**config.mk**
```make
export PLATFORM = sky130hd
export DESIGN_NAME = fpmul_arbiter
export DESIGN_NICKNAME = d
export VERILOG_FILES = /design/src/rtl/fpmul_arb_pkg.sv /design/src/rtl/rr_arbiter.sv /design/src/rtl/fpmul_arbiter.sv
export SDC_FILE = /design/constraint.sdc
export NUM_CORES = 1
export LEC_CHECK = 0
export ABC_AREA = 1
export CAP_MARGIN = 20
export CORE_AREA = 2 2 154 156
export CTS_CLUSTER_SIZE = 10
export DETAILED_ROUTE_END_ITERATION = 16
export DIE_AREA = 0 0 156 158
export DONT_BUFFER_PORTS = 1
export PLACE_DENSITY_LB_ADDON = 0.05
export SYNTH_ARGS = -nofsm -noshare
export SYNTH_HDL_FRONTEND = slang
export SYNTH_SLANG_ARGS = --single-unit
```
**constraint.sdc**
```tcl
create_clock -name clk -period 7.7 [get_ports clk]
set_clock_uncertainty 0.2 [all_clocks]
set_input_delay 1.155 -clock clk [delete_from_list [all_inputs] [get_ports clk]]
set_output_delay 1.155 -clock clk [all_outputs]
set_load 0.01 [all_outputs]
```
**src/rtl/fpmul_arb_pkg.sv**
```systemverilog
// rtl/fpmul_arb_pkg.sv - shared types for the fpmul request arbiter
package fpmul_arb_pkg;

  typedef enum logic [1:0] {IDLE, ISSUE, WAIT, RESP} arb_state_t;

endpackage

```
**src/rtl/rr_arbiter.sv**
```systemverilog
// rtl/rr_arbiter.sv - combinational round-robin pick starting at ptr
module rr_arbiter #(
  parameter int N_REQ  = 4,
  parameter int ID_BIT = $clog2(N_REQ)
) (
  input  logic [N_REQ-1:0]  req,
  input  logic [ID_BIT-1:0] ptr,
  output logic [N_REQ-1:0]  grant,
  output logic [ID_BIT-1:0] grant_idx,
  output logic              any
);

  int idx;

  always_comb begin
    grant     = '0;
    grant_idx = '0;
    any       = 1'b0;
    idx       = 0;
    // Scan upward from ptr with wrap-around; the first hit wins.
    for (int i = 0; i < N_REQ; i++) begin
      idx = int'(ptr) + i;
      if (idx >= N_REQ) idx = idx - N_REQ;
      if (!any && req[idx]) begin
        any        = 1'b1;
        grant[idx] = 1'b1;
        grant_idx  = ID_BIT'(idx);
      end
    end
  end

endmodule

```
**src/rtl/fpmul_arbiter.sv**
```systemverilog
// rtl/fpmul_arbiter.sv - shares one iterative fpmul among N_REQ requesters
module fpmul_arbiter
  import fpmul_arb_pkg::*;
#(
  parameter int LOG_BIT = 5,
  parameter int N_BIT   = 1 << LOG_BIT,
  parameter int N_REQ   = 4,
  parameter int ID_BIT  = $clog2(N_REQ)
) (
  input  logic                        clk,
  input  logic                        rst,
  input  logic [N_REQ-1:0]            req_valid,
  output logic [N_REQ-1:0]            req_ready,
  input  logic [N_REQ-1:0][N_BIT-1:0] req_a,
  input  logic [N_REQ-1:0][N_BIT-1:0] req_b,
  output logic                        rsp_valid,
  input  logic                        rsp_ready,
  output logic [ID_BIT-1:0]           rsp_id,
  output logic [N_BIT-1:0]            rsp_data,
  output logic                        mul_start,
  output logic [N_BIT-1:0]            mul_a,
  output logic [N_BIT-1:0]            mul_b,
  input  logic [N_BIT-1:0]            mul_out,
  input  logic                        mul_ready
);

  arb_state_t          state;
  logic [ID_BIT-1:0]   ptr;
  logic [N_REQ-1:0]    grant;
  logic [ID_BIT-1:0]   grant_idx;
  logic                grant_any;

  rr_arbiter #(
    .N_REQ  (N_REQ),
    .ID_BIT (ID_BIT)
  ) u_rr (
    .req       (req_valid),
    .ptr       (ptr),
    .grant     (grant),
    .grant_idx (grant_idx),
    .any       (grant_any)
  );

  // Grant is only visible while idle, so pending results backpressure everyone.
  assign req_ready = (state == IDLE) ? grant : '0;

  always_ff @(posedge clk) begin
    if (rst) begin
      state     <= IDLE;
      ptr       <= '0;
      rsp_valid <= 1'b0;
      rsp_id    <= '0;
      rsp_data  <= '0;
      mul_start <= 1'b0;
      mul_a     <= '0;
      mul_b     <= '0;
    end else begin
      case (state)
        IDLE: begin
          if (grant_any) begin
            mul_a     <= req_a[grant_idx];
            mul_b     <= req_b[grant_idx];
            rsp_id    <= grant_idx;
            ptr       <= (grant_idx == ID_BIT'(N_REQ - 1)) ? '0 : grant_idx + ID_BIT'(1);
            mul_start <= 1'b1;
            state     <= ISSUE;
          end
        end
        ISSUE: begin
          mul_start <= 1'b0;
          state     <= WAIT;
        end
        WAIT: begin
          // mul_ready is only trusted here; a stale level during ISSUE is ignored.
          if (mul_ready) begin
            rsp_data  <= mul_out;
            rsp_valid <= 1'b1;
            state     <= RESP;
          end
        end
        RESP: begin
          if (rsp_ready) begin
            rsp_valid <= 1'b0;
            state     <= IDLE;
          end
        end
        default: state <= IDLE;
      endcase
    end
  end

endmodule
```
* Word level (Yosys, flattened, before mapping)
Cells that the tools add are included.
** Storage, ports and cells
- Register bits :: 104
- Word-level logic and storage cells :: 108
** Operators by class
- Bitwise logic cells :: 3
- Reductions and logical operators :: 18
- Order comparisons :: 13
- Muxes and demuxes :: 51
- Eq/ne operators :: 7
- Add/sub/neg operators :: 8
** Operators by type and width (count)
- two-way mux 32 bit :: 6
- binary-select mux 32 bit (select 2 bit) :: 2
- >= comparator 32 x 1 -> 1 bit, second input constant :: 4
- less-than comparator 32 x 4 -> 1 bit, second input constant :: 4
- >= comparator 32 x 4 -> 1 bit, second input constant :: 3
- subtractor 32 x 4 -> 32 bit, second input constant :: 3
- two-way mux 4 bit :: 5
- two-way mux 1 bit :: 19
- two-way mux 2 bit :: 8
- OR 4 bit :: 3
- binary-select mux 1 bit (select 2 bit) :: 4
- demux 1 bit (select 2 bit) :: 4
- case mux 2 bit (4 select lines) :: 1
- logical AND 1 bit :: 7
- adder 2 x 2 -> 3 bit, second input constant :: 2
- equality test 2 bit, second input constant :: 3
- != test 2 bit, second input constant :: 3
- AND reduction 2 bit :: 3
- AND reduction 3 bit :: 2
- case mux 1 bit (2 select lines) :: 2
- nonzero test 2 bit :: 2
- subtractor 2 x 3 -> 4 bit, second input constant :: 1
- adder 2 x 1 -> 3 bit, second input constant :: 1
- >= comparator 2 x 3 -> 1 bit, second input constant :: 1
- other kinds (5) :: 7

* Depth between registers and ports, before layout
- Depth in word-level cells :: 17
- Gate-level depth with buffers :: 17
- Gate-level depth less buffers :: 15

* Cells and area by module
From an unflattened synthesis, not the netlist that was laid out.
** Second synthesis, totals
- Cell total of the unflattened synthesis :: 989
- Area total of the unflattened synthesis :: 6244.7 µm²
** Modules (own cells, without submodules)
- fpmul_arbiter :: area an instance 5784.3 µm², instances 1, cells an instance 912, sequential area each 2082.0 µm²
- rr_arbiter :: area an instance 460.4 µm², instances 1, cells an instance 77, sequential area each 0.0 µm²

* Least setup slack after synthesis
OpenSTA, ideal clock, no wires.
- Kind :: in2out
- Start :: input req_valid[3]
- End :: output req_ready[0]
- Stages :: 11
- Path buffers :: 0
- Path slack :: 4299 ps
- Data arrival time :: 2046 ps
- Cell sequence :: inv_1 nand2_1 nand3_1 nand2_4 nor2_4 nand2_1 o22ai_1 a21oi_1 o21ai_0 nand2_1 inv_1
** On the way
- Cells in the longest elaborated chain, start to end :: 14
** RTL lines
- start, declared :: line fpmul_arbiter.sv:12 : input logic [N_REQ-1:0] req_valid,
- binary-select mux 1 bit (select 2 bit) :: line rr_arbiter.sv:24 : if (!any && req[idx]) begin
- two-way mux 1 bit (implied by the code) (2 in series) :: line rr_arbiter.sv:24
- two-way mux 1 bit :: line rr_arbiter.sv:24
- zero test 1 bit :: line rr_arbiter.sv:24
- logical AND 1 bit :: line rr_arbiter.sv:24
- two-way mux 1 bit :: line rr_arbiter.sv:24
- zero test 1 bit :: line rr_arbiter.sv:24
- logical AND 1 bit :: line rr_arbiter.sv:24
- two-way mux 1 bit :: line rr_arbiter.sv:24
- zero test 1 bit :: line rr_arbiter.sv:24
- logical AND 1 bit :: line rr_arbiter.sv:24
- two-way mux 4 bit (*) :: line rr_arbiter.sv:24
- two-way mux 4 bit (*) :: line fpmul_arbiter.sv:45 : assign req_ready = (state == IDLE) ? grant : '0;
- end, declared :: line fpmul_arbiter.sv:13 : output logic [N_REQ-1:0] req_ready,
Every way passes the cells marked *; elsewhere a longest branch is shown, timed or not. The select of a mux whose other input is x is not followed.

* Final worst setup path
- Start :: register ptr[0]
- End :: register mul_b[22]
** On the way
- Cells in the longest elaborated chain, start to end :: 17
** RTL lines
- start, declared :: line fpmul_arbiter.sv:28 : logic [ID_BIT-1:0] ptr;
- start signal, assigned :: line fpmul_arbiter.sv:64 : ptr <= (grant_idx == ID_BIT'(N_REQ - 1)) ? '0 : grant_idx + ID_BIT'(1);
- parallel branches: the longest is 17 deep, another holds subtractor 32 x 4 -> 32 bit
- end signal, assigned :: line fpmul_arbiter.sv:62 : mul_b <= req_b[grant_idx];
- end, declared :: line fpmul_arbiter.sv:22 : output logic [N_BIT-1:0] mul_b,
Several ways; the timed one is not identified. The select of a mux whose other input is x is not followed.
A chain may end at the register's enable or synchronous reset.

==> run summary <==
Static timing analysis puts the maximum clock frequency at 0.234 GHz. Summing all multi-input logic gate instances after layout gives 3740 µm². The area growth from synthesis to final layout works out to 3.42%. The mean area per synthesized cell was 5.58 µm²; the area of all placed cells without fillers was 7860 µm².

The maximum vdd ir drop was 474 µV. The proportion of layout cells with a drive suffix above 1 is 2.93%. For the number of max-slew violations in the final report, the log shows 0.

Entering global routing, the biggest net connects 85 pins. Cell at the root of the clock tree: sky130_fd_sc_hd__clkbuf_16. The worst pin sits at a relative slew slack of 31.0%.

The tools report the hold path endpoint as rsp_data[26]. The clock tree synthesis step divided the H-tree into 3 levels. After detailed routing, the number of remaining DRC violations is 0. The share of the Yosys chip area taken by registers is 27.4%.

Along the worst hold path, the cell count comes to 2. The number of global-route vias before repair is 7117. The total of warnings raised by yosys is 0.

Global routing consumed, over all layers together, 21.0% of the routing resources. The detailed router placed 7720 vias in this run. The capturing element type of the critical path was a register. The worst register-to-register path ends at mul_b[22]. The detail route stage leaves a number of antenna-violating nets equal to 0. The critical path starts at ptr[0]. Setup violations remaining at the end of the flow were counted as 0. Counting flops and latches in the post-synthesis netlist gives 104. The run gives 2 as the maximum clock insertion buffer count. Sum of buffers and inverters on the critical path: 5. The largest stage delay on the critical path came out at 0.74 ns.

The critical path start-end classification was reg -> reg. Worst hold path startpoint: rsp_data[26]. The path type of the worst min-delay path was reg -> reg.

Per report_power, the clock group accounts for 12.6% of the total. Using the TritonRoute via totals, the vias-per-cell ratio works out to 4.86. At the pin with the least slew margin, the transition time is 1.03 ns. Counting the fill cells in the layout gives 2733.

The detail-routed net length per standard cell came out at 17.2 µm. Of the total power, the share spent switching nets is 56.6%. The run gives 0 as the final hold violation count. The core region is 23100 µm². The maximum fanout count along the critical path came out at 82.

Among all stages on the critical path, the largest delay is contributed by sky130_fd_sc_hd__nand2_4. For this run, the detailed router's first-pass iteration total came to 7. The slack of the worst reg-to-reg path is 3.43 ns, and the overflow left after global routing is 0.

Buffers inserted during clock tree synthesis total 9. The flow ran to the end, and the final reports show no timing, DRC or antenna violations. The placer congestion estimate was 0.833. The worst setup path is launched from a register. The max-cap check violation count came out at 0.

The initial utilization of the core area, before any placement, comes to 33.0%. The number of gates resized after CTS was 0. By area the synthesized netlist is led by sky130_fd_sc_hd__dfxtp_1, sky130_fd_sc_hd__nand3_1, sky130_fd_sc_hd__inv_1. The run gives 4.33 ns as the endpoint arrival time on the critical path. The share of the cycle needed by the critical path after routing came out at 55.5%.

For this block, the initial DRC count from the detailed router was 507. Of the post-synthesis cell area, the dominant cell type holds 27.4%. Leaving out fill and tap cells, the most frequent cell in the layout is sky130_fd_sc_hd__inv_1.

Combinational logic burns 63.5% of the power. Broken down by cell family, the worst path's largest delay share belongs to simple AND/OR/NAND/NOR gates. Summing all placed instances gives a cell area of 7540 µm². In this run the post-CTS setup repair buffer count came out at 0. The net count of the finished layout is 1598.

Count of standard-cell rows: 56. The run gives 27200 µm as the wire length after detailed routing. The number of antenna diodes in the final layout is 0.

In the layout the commonest cells are sky130_fd_sc_hd__inv_1, sky130_fd_sc_hd__nand3_1, sky130_fd_sc_hd__nand2_1. For this run, the share of the core covered by cells in the final layout is 34.1%. In the final layout, flip-flops and latches occupy 2080 µm². For the data required time of the worst path, the log shows 7.76 ns.

The startpoint identified for the worst register-to-register timing path is ptr[0]. The number of instances in the placed design is 1572, and the clock transition at the registers of the reported paths is 0.09 ns. The cell area that synthesis handed to floorplanning was 7600 µm². TritonCTS built the clock tree. Setup total negative slack on the finished layout was measured at 0 ns. The logs give 1588 for the filler-free cell count of the finished design and 0.36 ns for the clock insertion delay at the later pin of the skew report. The first global-routing pass estimated 40400 µm of wire. The worst path in the final design needs a cycle of 4.27 ns, including I/O delays and setup. Dividing total power by cell area gives a power density of 516 nW/µm². The estimated wirelength of the detail-placed design is 19400 µm. The number of top-level pins was 400; the static power due to leakage was 4.73 nW.

For the floorplan die area, the log shows 24600 µm². The critical path goes through inv_2 -> ha_1 -> inv_1 -> nand3_1 -> nand2_1 -> inv_2 -> o21ai_2 -> nand2_4 -> nand2_4 -> buf_4 -> nand2_1 -> nand3_1 -> nand3_1 -> nand2_1 -> inv_1. The number of antenna violations at the first check in global routing was 0; the port buffer count was 0. For the worst flop-to-flop path, the logic depth is 15. For this design, the CTS-stage hold fixing added 0 buffers. The power dissipated by switching net loads is 2.29 mW, and the post-synthesis cell type count is 29.

The largest total area in the synthesized netlist belongs to sky130_fd_sc_hd__dfxtp_1. The number of nets in the synthesized netlist is 1668. Hold is met by 0.334 ns.

Setup repair after global routing left no endpoint under its margin. For the total clock sinks, the log shows 104. Per report_power, the sequential group accounts for 23.9% of the total.

The floorplan step set the die height to 158 µm. The die boundary width was 156 µm; the number of cells produced by synthesis was 1363. The internal power of the cells totals 1.76 mW.
[Yosys cell counts, drive strengths merged]
cell type	n
inv	348
o221ai	1
a21boi	1
a22oi	2
nor2	196
ha	9
nand3	331
a21oi	8
o21ai	41
a211oi	1
buf	71
nand4	3
a31oi	1
clkbuf	16
nor3	1
dfxtp	104
o22ai	3
o211ai	1
nand2	225
[sequential cells by signal, summed over array words and instances, names as in the netlist]
name,cells
ptr,2
mul_a,32
state,2
rsp_data,32
mul_b,32
rsp_valid,1
mul_start,1
rsp_id,2
[how the worst max path moves through the flow]
stage | to | slack [ns] | cells past startpoint
after floorplan | req_ready[0] | 4.30 | 11
after global placement | mul_b[22] | 3.38 | 15
after detailed placement | mul_b[22] | 3.35 | 15
after CTS | mul_b[22] | 3.42 | 15
after global routing | mul_b[24] | 3.01 | 15
final | mul_b[22] | 3.43 | 15
[per-layer routing]
metal	share of wire [%]	track usage (%)
met5	0	0
met2	49	37.0
met1	39	24.0
met4	2.4	6.38
met3	9.4	7.45
[per-stage QoR]
| stage | total power, mW | setup WS (ns) |
|---|---|---|
| detailed placement | 3.61 | 3.35 |
| global route | 4.54 | 3.01 |
| floorplan | 3.15 | 4.30 |
| finish | 4.06 | 3.43 |
| CTS | 4.14 | 3.42 |
| global placement | 3.60 | 3.38 |
[power by group through the flow]
| stage | Sequential [mW] | Combinational (mW) | Clock (mW) |
|---|---|---|---|
| floorplan | 0.905 | 2.25 | 0 |
| global placement | 0.994 | 2.61 | 0 |
| detailed placement | 0.992 | 2.61 | 0 |
| CTS | 0.979 | 2.62 | 0.534 |
| global route | 0.995 | 2.99 | 0.554 |
| finish | 0.970 | 2.58 | 0.511 |
[tightest hold or removal path, stage by stage (launching register included)]
cell and delay (ns):
sky130_fd_sc_hd__dfxtp_1 0.35, sky130_fd_sc_hd__nor2_1 0.10, sky130_fd_sc_hd__nor2_1 0.05
[final cells by class]
type | count | share of cell area [%]
Clock buffer | 9 | 2.86
Clock inverter | 7 | 1.23
Inverter | 348 | 16.6
Multi-Input combinational cell | 824 | 47.6
Sequential cell | 104 | 26.5
Tap cell | 290 | 4.61
Timing Repair Buffer | 6 | 0.573
[logic make-up (layout without fill, tap and decap cells)]
family	count (synthesis)	in the layout	share of synthesized area, %
buffers and inverters	435	370	23.6
adders and majority gates	9	9	1.48
AOI/OAI and AO/OA	59	59	4.21
DFF	104	104	27.4
and+or+nand+nor	756	756	43.3
Note: power is estimated with default switching activity, not from simulation.
==> variant 1: new RTL, same flow settings <==
`N_REQ` is set to 4 in 2 places; all go to 8.
--- a/src/rtl/rr_arbiter.sv
+++ b/src/rtl/rr_arbiter.sv
@@ -1,6 +1,6 @@
 // rtl/rr_arbiter.sv - combinational round-robin pick starting at ptr
 module rr_arbiter #(
-  parameter int N_REQ  = 4,
+  parameter int N_REQ  = 8,
   parameter int ID_BIT = $clog2(N_REQ)
 ) (
   input  logic [N_REQ-1:0]  req,
--- a/src/rtl/fpmul_arbiter.sv
+++ b/src/rtl/fpmul_arbiter.sv
@@ -4,7 +4,7 @@
 #(
   parameter int LOG_BIT = 5,
   parameter int N_BIT   = 1 << LOG_BIT,
-  parameter int N_REQ   = 4,
+  parameter int N_REQ   = 8,
   parameter int ID_BIT  = $clog2(N_REQ)
 ) (
   input  logic                        clk,
Interface: changed (5 resized); port bits go from 400 to 665. No check against the original RTL was run, so the function may have changed too.
==> variant 1 against the unedited design <==
The run now fails in I/O pin placement (3_2_place_iop); synthesized area is 34% higher.
==> variant 1: results (changes against the unedited design) <==
Mapped Avg Cell Area 5.50 µm² (was 5.58 µm²); most frequent cells after synthesis 618 x nand3_1, 529 x nand2_1, 147 x nor2_1, 106 x dfxtp_1, 93 x buf_2 (was 342 x inv_1, 330 x nand3_1, 220 x nand2_1, 195 x nor2_1, 104 x dfxtp_1); Ys Warns 0 (unchanged); Synth Cell Area 10,200 µm² (was 7600 µm²); synth unique cells 38 (was 29); First Err [ERROR PPL-0024] Number of IO pins (665) exceeds maximum number of available positions (560). Increase the die perimeter from 628.00um to 904.40um.; Stopped at I/O pin placement (3_2_place_iop); top post-synthesis cells by area nand3_1 30%, dfxtp_1 21%, nand2_1 20%, nor2_1 5.4%, buf_2 4.6% (was dfxtp_1 27%, nand3_1 22%, inv_1 17%, nand2_1 11%, nor2_1 9.6%); status did not finish (was finished clean); post-synthesis sequential area ratio 0.209 (was 0.274); Mapped Nets 2,418 (was 1,668); Synth Register Bits 106 (was 104); largest area contributor in the netlist nand3_1 (was dfxtp_1); fraction of registers with async set/reset 0 (unchanged); Synth Flop Type dfxtp_1 (unchanged)
==> variant 1: cell types whose count changed after synthesis, moves of 17 or more <==
cell      before  now
o21ai_0       39   85
inv_1        342   66
nor2_1       195  147
nor3_1         1   18
a21oi_1        8   52
nand3_1      330  618
nand2_1      220  529
buf_2         45   93
clkbuf_1      16   40
==> variant 1: cell families after synthesis <==
family          Yosys count  synth area share
simple gates           1338             0.587
buf+inv                 236             0.106
fa+ha+maj                14            0.0172
flops                   106             0.209
compound gates          154            0.0804
==> variant 2: new RTL, same settings <==
Without the edit above. The 4 states of `arb_state_t` get a one-hot encoding in 4 bits.
--- a/src/rtl/fpmul_arb_pkg.sv
+++ b/src/rtl/fpmul_arb_pkg.sv
@@ -1,7 +1,7 @@
 // rtl/fpmul_arb_pkg.sv - shared types for the fpmul request arbiter
 package fpmul_arb_pkg;
 
-  typedef enum logic [1:0] {IDLE, ISSUE, WAIT, RESP} arb_state_t;
+  typedef enum logic [3:0] {IDLE = 4'b0001, ISSUE = 4'b0010, WAIT = 4'b0100, RESP = 4'b1000} arb_state_t;
 
 endpackage
 
Formal check against the unedited RTL: no difference found for any inputs over 4 cycles, from zero or initial values and one cycle with rst high; so few cycles prove little.
==> variant 2 against the unedited design <==
Total power down 4.4%; sequential cell count up 2; highest routed layer unchanged; critical path type unchanged; wire length up 5.8%; synthesized area up 4.8%; cell area up 4.6%; maximum frequency down 2.5%; worst hold slack worse by 0.038 ns; setup slack worse by 0.11 ns.
==> variant 2: results (changes against the unedited design) <==
Leakage Power 4.75 nW (was 4.73 nW); Regs by FF count mul_a: 32 flops, mul_b: 32 flops, rsp_data: 32 flops (unchanged); fraction of registers with async set/reset 0 (unchanged); share of cells above drive strength 1 0.0434 (was 0.0293); post-synthesis sequential area ratio 0.266 (was 0.274); clock latency on the worst-skew pair 0.36 ns (about the same); DRT Pass-1 Iters 5 (was 7); top post-synthesis cells by area dfxtp_1 27%, inv_1 18%, nand3_1 13%, nand2_1 10%, nand4_1 10% (was dfxtp_1 27%, nand3_1 22%, inv_1 17%, nand2_1 11%, nor2_1 9.6%); Layout Cells excl Fill 1,605 (was 1,588); Synth Flop Type dfxtp_1 (unchanged); Routed WL 28.8 mm (was 27.2 mm); CP peak stage delay 0.94 ns (was 0.74 ns); HPWL Detailed 19.7 mm (was 19.4 mm); DRT iter0 DRCs 617 (was 507); Logic pwr share 0.632 (was 0.635); Worst Hold Class reg -> reg (unchanged); critical path's slowest cell nand3_4 (was nand2_4); total CTS buffers 9 (unchanged); Post-CTS Setup Inserts 0 (unchanged); Top Family by Delay on Critical Path simple AND/OR/NAND/NOR gates (unchanged); root buf cell clkbuf_16 (unchanged); status finished clean (unchanged); Mapped Nets 1,691 (was 1,668); critical path arrival 4.45 ns (was 4.33 ns); number of global-route vias before repair 7,752 (was 7,117); most frequent cells after synthesis 372 x inv_1, 219 x nand2_1, 199 x nand3_1, 142 x nor2_1, 129 x nand4_1 (was 342 x inv_1, 330 x nand3_1, 220 x nand2_1, 195 x nor2_1, 104 x dfxtp_1); Hold Crit Start rsp_data[1] (was rsp_data[26]); Total Routing Usage GR 0.222 (was 0.210); CP Capture Type flip-flop (unchanged); CTS resizes 0 (unchanged); worst vdd ir 0.000242 V (was 0.000474 V); sequential power share 0.236 (was 0.239); GPL Wtd Cong 0.874 (was 0.833); synth unique cells 28 (was 29); initial antenna violation count 1 (was 0); crit-path max FO 84 (was 82); first-pass GRT wire length 43.1 mm (was 40.4 mm); Syn Inst Count 1,391 (was 1,363); Slew headroom 0.328 (was 0.310); CTS max path bufs 2 (unchanged); Ys Warns 0 (unchanged); DP Area 7900 µm² (was 7540 µm²); largest net degree at the start of global routing 85 (unchanged); htree depth 3 (unchanged); PortBufs 0 (unchanged); clk slew on worst S/H paths 0.09 ns (about the same); sw frac 0.564 (was 0.566); CP startpoint ptr[0] (unchanged); P_seq 0.916 mW (was 0.970 mW); vias per cell 5.14 (was 4.86)
variant 2: worst paths after layout:
path / cells past startpoint / endpoint / slack, ns
hold / removal: 2 / rsp_data[1] / 0.30
hold reg to reg: 2 / rsp_data[1] / 0.30
setup reg to reg: 14 / mul_a[29] / 3.32
setup / recovery: 14 / mul_a[29] / 3.32
variant 2: final cells by class:
| type | instances | area (µm²) |
|---|---|---|
| sequential | 106 | 2120 |
| antenna | 1 | 2.50 |
| timing repair buffer | 9 | 67.6 |
| clock inverter | 7 | 96.3 |
| tap | 290 | 363 |
| fill | 2664 | 14800 |
| inverter | 376 | 1410 |
| clock buffer | 9 | 225 |
| multi-input combinational | 807 | 3930 |
variant 2: layer usage:
metal,global-route usage,vias to the layer above,share of wire,wire [µm]
li1,-,4131,-,-
met1,0.254,3729,0.40,11600
met2,0.396,355,0.48,14000
met3,0.0619,42,0.083,2410
met4,0.0786,0,0.028,821
met5,0,-,0,0
variant 2: cells by family (layout without fill, tap and decap cells):
family | count (synthesis) | after routing | synth area share
buffers and inverters | 478 | 401 | 0.244
DFF | 106 | 106 | 0.266
and+or+nand+nor | 715 | 715 | 0.427
adders and majority gates | 4 | 4 | 0.00628
other | 0 | 1 | 0
AOI/OAI and AO/OA | 88 | 88 | 0.0568
variant 2: metrics by stage:
| step | util | setup slack, ns |
|---|---|---|
| 6_report | 0.357 | 3.32 |
| 5_1_grt | 0.357 | 2.88 |
| 4_1_cts | 0.357 | 3.27 |
| 3_5_place_dp | 0.343 | 3.17 |
| 3_3_place_gp | 0.343 | 3.18 |
| 2_1_floorplan | - | 4.25 |
variant 2: worst min-delay path: stages, from the launching register on:
cell,delay (ns)
dfxtp_1,0.35
inv_1,0.06
a21oi_1,0.05
